<file path="config.mk">
export PLATFORM = sky130hd
export DESIGN_NAME = rv_divide_flat
export DESIGN_NICKNAME = d
export VERILOG_FILES = /design/src/rtl/rv_divide_pkg.sv /design/src/rtl/rv_divide_if.sv /design/src/rtl/rv_divide.sv /design/src/flat_wrapper.sv
export SDC_FILE = /design/constraint.sdc
export NUM_CORES = 1
export LEC_CHECK = 0
export ABC_AREA = 1
export CAP_MARGIN = 0
export CORE_MARGIN = 5
export CORE_UTILIZATION = 43
export DETAILED_ROUTE_END_ITERATION = 8
export GPL_TIMING_DRIVEN = 0
export PLACE_DENSITY = 0.71
export SYNTH_ARGS = -nofsm -noshare
export SYNTH_HDL_FRONTEND = slang
export SYNTH_SLANG_ARGS = --single-unit
</file>
<file path="constraint.sdc">
create_clock -name clk_i -period 3.6 [get_ports clk_i]
set_clock_uncertainty 0.1 [all_clocks]
set_input_delay 0.36 -clock clk_i [delete_from_list [all_inputs] [get_ports clk_i]]
set_output_delay 0.36 -clock clk_i [all_outputs]
set_load 0.03 [all_outputs]
</file>
<file path="src/rtl/rv_divide_pkg.sv">
// Shared RV32M divide function codes, FSM state encoding and funct3 decode helpers.
// Pure definitions: no latency, no flow control.
package rv_divide_pkg;

    localparam logic [2:0] FUNC_DIV  = 3'b100;
    localparam logic [2:0] FUNC_DIVU = 3'b101;
    localparam logic [2:0] FUNC_REM  = 3'b110;
    localparam logic [2:0] FUNC_REMU = 3'b111;

    localparam int CNT_W = 6;

    typedef enum logic [1:0] {
        S_IDLE = 2'd0,
        S_BUSY = 2'd1,
        S_FIX  = 2'd2,
        S_DONE = 2'd3
    } div_state_t;

    function automatic logic fun_is_signed(input logic [2:0] fun);
        return (fun == FUNC_DIV) || (fun == FUNC_REM);
    endfunction

    function automatic logic fun_is_rem(input logic [2:0] fun);
        return (fun == FUNC_REM) || (fun == FUNC_REMU);
    endfunction

endpackage

</file>
<file path="src/rtl/rv_divide_if.sv">
// Decode/execute-side bundle of the divider: operands in, result and stall request out.
// Wires only; master drives operands and stall, slave is the divider.
interface rv_divide_if #(
    parameter int g_width = 32
);
    logic               x_stall_i;
    logic               d_valid_i;
    logic               d_is_divide_i;
    logic [g_width-1:0] d_rs1_i;
    logic [g_width-1:0] d_rs2_i;
    logic [2:0]         d_fun_i;
    logic [g_width-1:0] x_rd_o;
    logic               x_stall_req_o;

    modport master (
        output x_stall_i, d_valid_i, d_is_divide_i, d_rs1_i, d_rs2_i, d_fun_i,
        input  x_rd_o, x_stall_req_o
    );

    modport slave (
        input  x_stall_i, d_valid_i, d_is_divide_i, d_rs1_i, d_rs2_i, d_fun_i,
        output x_rd_o, x_stall_req_o
    );
endinterface

</file>
<file path="src/rtl/rv_divide.sv">
// Radix-2 restoring divider for DIV/DIVU/REM/REMU; fixed 34-cycle latency from start to result.
// Holds the pipeline with a stall request while busy; result is held in DONE until the stage unstalls.
module rv_divide
    import rv_divide_pkg::*;
#(
    parameter int g_width = 32
) (
    input  logic       clk_i,
    input  logic       rst_n_i,
    rv_divide_if.slave bus
);

    div_state_t         state;
    div_state_t         state_nxt;
    logic               start;
    logic               stall_req;
    logic               op_signed;
    logic               rs1_neg;
    logic               rs2_neg;

    logic [2:0]         fun;
    logic               sign_a;
    logic               sign_b;
    logic               div_zero;
    logic [g_width-1:0] quo;
    logic [g_width-1:0] rem;
    logic [g_width-1:0] dvs;
    logic [g_width-1:0] rd;
    logic [CNT_W-1:0]   cnt;

    logic [g_width:0]   rem_sh;
    logic [g_width:0]   trial;
    logic [g_width-1:0] quo_fix;
    logic [g_width-1:0] rem_fix;

    assign op_signed = fun_is_signed(bus.d_fun_i);
    assign rs1_neg   = bus.d_rs1_i[g_width-1] & op_signed;
    assign rs2_neg   = bus.d_rs2_i[g_width-1] & op_signed;
    assign start     = (state == S_IDLE) & bus.d_valid_i & bus.d_is_divide_i & !bus.x_stall_i;

    // Partial remainder is always below the divisor, so after the shift a
    // borrow out of bit g_width means the trial subtraction went negative.
    assign rem_sh  = {rem, quo[g_width-1]};
    assign trial   = rem_sh - {1'b0, dvs};
    assign quo_fix = ((sign_a ^ sign_b) & !div_zero) ? -quo : quo;
    assign rem_fix = sign_a ? -rem : rem;

    always_ff @(posedge clk_i or negedge rst_n_i) begin
        if (!rst_n_i) begin
            state <= S_IDLE;
        end else begin
            state <= state_nxt;
        end
    end

    always_comb begin
        state_nxt = state;
        stall_req = 1'b0;
        case (state)
            S_IDLE: begin
                stall_req = bus.d_valid_i & bus.d_is_divide_i;
                if (start) begin
                    state_nxt = S_BUSY;
                end
            end
            S_BUSY: begin
                stall_req = 1'b1;
                if (cnt == '0) begin
                    state_nxt = S_FIX;
                end
            end
            S_FIX: begin
                stall_req = 1'b1;
                state_nxt = S_DONE;
            end
            S_DONE: begin
                if (!bus.x_stall_i) begin
                    state_nxt = S_IDLE;
                end
            end
            default: state_nxt = S_IDLE;
        endcase
    end

    always_ff @(posedge clk_i or negedge rst_n_i) begin
        if (!rst_n_i) begin
            fun      <= '0;
            sign_a   <= 1'b0;
            sign_b   <= 1'b0;
            div_zero <= 1'b0;
            quo      <= '0;
            rem      <= '0;
            dvs      <= '0;
            rd       <= '0;
            cnt      <= '0;
        end else begin
            case (state)
                S_IDLE: begin
                    if (start) begin
                        fun      <= bus.d_fun_i;
                        sign_a   <= rs1_neg;
                        sign_b   <= rs2_neg;
                        div_zero <= (bus.d_rs2_i == '0);
                        quo      <= rs1_neg ? -bus.d_rs1_i : bus.d_rs1_i;
                        dvs      <= rs2_neg ? -bus.d_rs2_i : bus.d_rs2_i;
                        rem      <= '0;
                        cnt      <= CNT_W'(g_width - 1);
                    end
                end
                S_BUSY: begin
                    cnt <= cnt - CNT_W'(1);
                    if (!trial[g_width]) begin
                        rem <= trial[g_width-1:0];
                        quo <= {quo[g_width-2:0], 1'b1};
                    end else begin
                        rem <= rem_sh[g_width-1:0];
                        quo <= {quo[g_width-2:0], 1'b0};
                    end
                end
                S_FIX: begin
                    rd <= fun_is_rem(fun) ? rem_fix : quo_fix;
                end
                default: ;
            endcase
        end
    end

    // Gated so the pipeline never sees a request while the block is held in reset.
    assign bus.x_stall_req_o = stall_req & rst_n_i;
    assign bus.x_rd_o        = rd;

endmodule

</file>
<file path="src/flat_wrapper.sv">
// flat-port wrapper written by rule: the top's interface ports become plain ports
module rv_divide_flat import rv_divide_pkg::*;
#(
    parameter int g_width = 32
)
  (clk_i, rst_n_i, bus_x_stall_i, bus_d_valid_i, bus_d_is_divide_i, bus_d_rs1_i, bus_d_rs2_i, bus_d_fun_i, bus_x_rd_o, bus_x_stall_req_o);
  rv_divide_if #(.g_width(g_width)) bus_i ();
  input  logic clk_i;
  input  logic rst_n_i;
  input wire logic [$bits(bus_i.x_stall_i)-1:0] bus_x_stall_i;
  input wire logic [$bits(bus_i.d_valid_i)-1:0] bus_d_valid_i;
  input wire logic [$bits(bus_i.d_is_divide_i)-1:0] bus_d_is_divide_i;
  input wire logic [$bits(bus_i.d_rs1_i)-1:0] bus_d_rs1_i;
  input wire logic [$bits(bus_i.d_rs2_i)-1:0] bus_d_rs2_i;
  input wire logic [$bits(bus_i.d_fun_i)-1:0] bus_d_fun_i;
  output wire logic [$bits(bus_i.x_rd_o)-1:0] bus_x_rd_o;
  output wire logic [$bits(bus_i.x_stall_req_o)-1:0] bus_x_stall_req_o;
  assign bus_i.x_stall_i = bus_x_stall_i;
  assign bus_i.d_valid_i = bus_d_valid_i;
  assign bus_i.d_is_divide_i = bus_d_is_divide_i;
  assign bus_i.d_rs1_i = bus_d_rs1_i;
  assign bus_i.d_rs2_i = bus_d_rs2_i;
  assign bus_i.d_fun_i = bus_d_fun_i;
  assign bus_x_rd_o = bus_i.x_rd_o;
  assign bus_x_stall_req_o = bus_i.x_stall_req_o;
  rv_divide #(.g_width(g_width)) u_core (.clk_i(clk_i), .rst_n_i(rst_n_i), .bus(bus_i));
endmodule
</file>
==> impl_results.md <==
- Gpl congestion: 0.9943
- CP cell instances: dlygate4sd3_1 > buf_6 > buf_16 > nand2_1 > nor2_1 > clkdlybuf4s50_1
- Bufs and invs on worst path: 4
- IO buf count: 104
- WS Path Type: input port to primary output
- First-pass GRT wire length: around 72,000 um
- Vias after detailed routing: ~14,000
- Post-Synthesis Cells: about 2,200
- Final worst slack: 0.4185 ns
- Final Cell Area: about 15,000 um2
- Initial Util: between 40% and 50%
- Pint: 6.923 mW
- Gr usage total: 27.00%
- Commonest cells post-synth: nand2_1, inv_1, nand3_1
- Synthesis-stage register bit count: around 140
- Antenna viol nets, final: 0
- Number of global-route vias before repair: 13,164
- Min-Delay Path Class: input port to async pin
- Most common cell in the synthesized netlist: nand2_1
- Final wirelength: 46,360 um
- Max_cap viols: 0
- Mapped Area: 12,960 um2
- GR Overflow Total: 0
- Smallest hold slack: 0.3742 ns
- Dominant cell type by area after synthesis: dfrtp_1
- Pleak: 7.635 nW
- Clock sink count: 141
- DRT Pass-1 Iters: 6
- PD cells: approximately 1000 nW/um2
- Sw Ratio: between 50% and 60%
- Yosys warning count: 0
- Final count of hold timing violations: 0
- Final setup violation count: 0
- Crit path max-delay family: buffers and inverters
- Fin crit share: 88.38%
- Worst VDD drop: 456.8 uV
- CTS tree: built
- Die W: 183.6 um
- Rows: 63
- Die Y: 183.6 um
- Max H-tree Level: 4
- I/O pins: 105
- HPWL Detailed: 38,230 um
- Fin crit period: 3.182 ns
- Pin count of the biggest net entering global routing: 75
- Unrepaired setup endpoints after global routing: false
- Cts bufs inserted: 17
- Die area: 33,710 um2
- WL per Instance: 17.29 um
- Total power: 15.83 mW
- Total negative slack: 0 ns
- Crit end category: primary output
- Clock Path Buffers: 2
- WP data arrival: 2.72 ns
- Core area: between 20,000 and 30,000 um2
- Worst setup SP type: input port
- Clk_lat worst skew: 0.44 ns
- Final Max Tran Viols: 0
- Final Core Density: 50.77%
- Syn Area/Cell: 6.019 um2
- Top cells by area, synth: dfrtp_1, nand2_1, nand3_1
- Post-synth ARST share: 100.0%
- CTS Root Cell: clkbuf_16
- F_max: 314.3 MHz
- Psw: 8.907 mW
- Synth cell types: 49
- Comb pwr share: 69.2%
- Max incr delay on CP: 0.68 ns
- Layout area overhead: 16.42%
- Layout net count: 2,394
- R2R Setup Slk: 0.72 ns
- Ratio of cells with drive above 1 in the final layout: 4.670%
- Setup bufs post-CTS: 0
- Syn nets: roughly 2,300
- Drt drc: 0
- Outcome: completed
- Drt initial violations: 1,742
- DP Area: between 10,000 and 15,000 um2
- Final std cells w/o fill: 2,681
- Post-synth top area share: 27.23%
- Slew HR: 50.85%
- Antenna violations before repair: 0
- Pre-CTS setup slack: 0.6889 ns
- Post-placement cell count: 2,648
- Prevailing post-synth register cell: dfrtp_1
- Clock Power Share: 10.8%
- EDFF count, synth: 0
- Critical Path RT: between 3 and 4 ns
- Vias per Instance: 5.378
- ANT cells: 0
- Worst-Margin Slew: around 0.74 ns
- Sequential share of the synthesized area: 27.23%
- Post_cts resized: 0
- Slowest-stage cell, CP: clkdlybuf4s50_1
- Sequential Power Share: 20.0%
- Clock transition at path regs: 0.07 ns
- CP Max Fanout: 74
- Hold_buf cts: 1
[metal layers]
| metal | vias up | GRT usage (%) | part of all wire, % |
|---|---|---|---|
| met5 | - | 0 | 0 |
| met4 | 0 | 7.509 | 2.3 |
| met3 | 68 | 6.589 | 9.5 |
| met2 | 576 | 38.84 | 41 |
| met1 | 6661 | 40.17 | 47 |
| li1 | 7114 | - | - |
[flip-flops by register name, indices dropped and copies added, names as in the netlist]
register / count
u_core.sign_b: 1
u_core.sign_a: 1
u_core.bus.x_rd_o: 32
u_core.cnt: 6
u_core.quo: 32
u_core.fun: 2
u_core.rem: 32
u_core.state: 2
u_core.dvs: 32
u_core.div_zero: 1
[area by class of cell]
class	count	area, um2
inverter	305	1145
clock buffer	19	442.9
multi-input combinational	1643	7963
tap	390	488.0
timing repair buffer	106	1080
clock inverter	13	117.6
fill	3091	14630
sequential	141	3528
buffer	64	324.1
[power groups by stage]
stage                     registers (mW)  clock network (mW)  logic (mW)
final                               3.16                1.71        11.0
after global routing                3.23                1.78        12.3
after CTS                           3.14                1.72        10.8
after detailed placement            3.15                   0        10.8
after global placement              3.14                   0        10.6
after floorplan                     3.16                   0        7.44
[worst paths after layout]
path | from | end | cells past startpoint
max | rst_n_i | bus_x_stall_req_o | 6
min | rst_n_i | u_core.quo[4] | 2
max reg2reg | u_core.quo[31] | u_core.rem[30] | 18
min reg2reg | u_core.bus.x_rd_o[28] | u_core.bus.x_rd_o[28] | 2
max in group asynchronous | rst_n_i | u_core.dvs[2] | 3
min in group clk_i | u_core.bus.x_rd_o[28] | u_core.bus.x_rd_o[28] | 2
[cells in the final DEF, fill, tap and decap left out, types with 40 or more instances in the layout]
cell               n
clkbuf_1          40
ha_1              43
nor2_1           207
o21ai_0          129
inv_1            299
a21oi_1           82
nand3_1          241
clkdlybuf4s50_1  103
dfrtp_1          141
nand2_1          716
[logic make-up after synthesis]
group	count (synthesis)	share of synthesized area, %
xor+xnor	42	2.838
fa+ha+maj	44	4.306
compound gates	274	11.67
flops	141	27.23
buf+inv	369	11.33
simple gates	1283	42.62
Note: power is estimated with default switching activity, not from simulation.
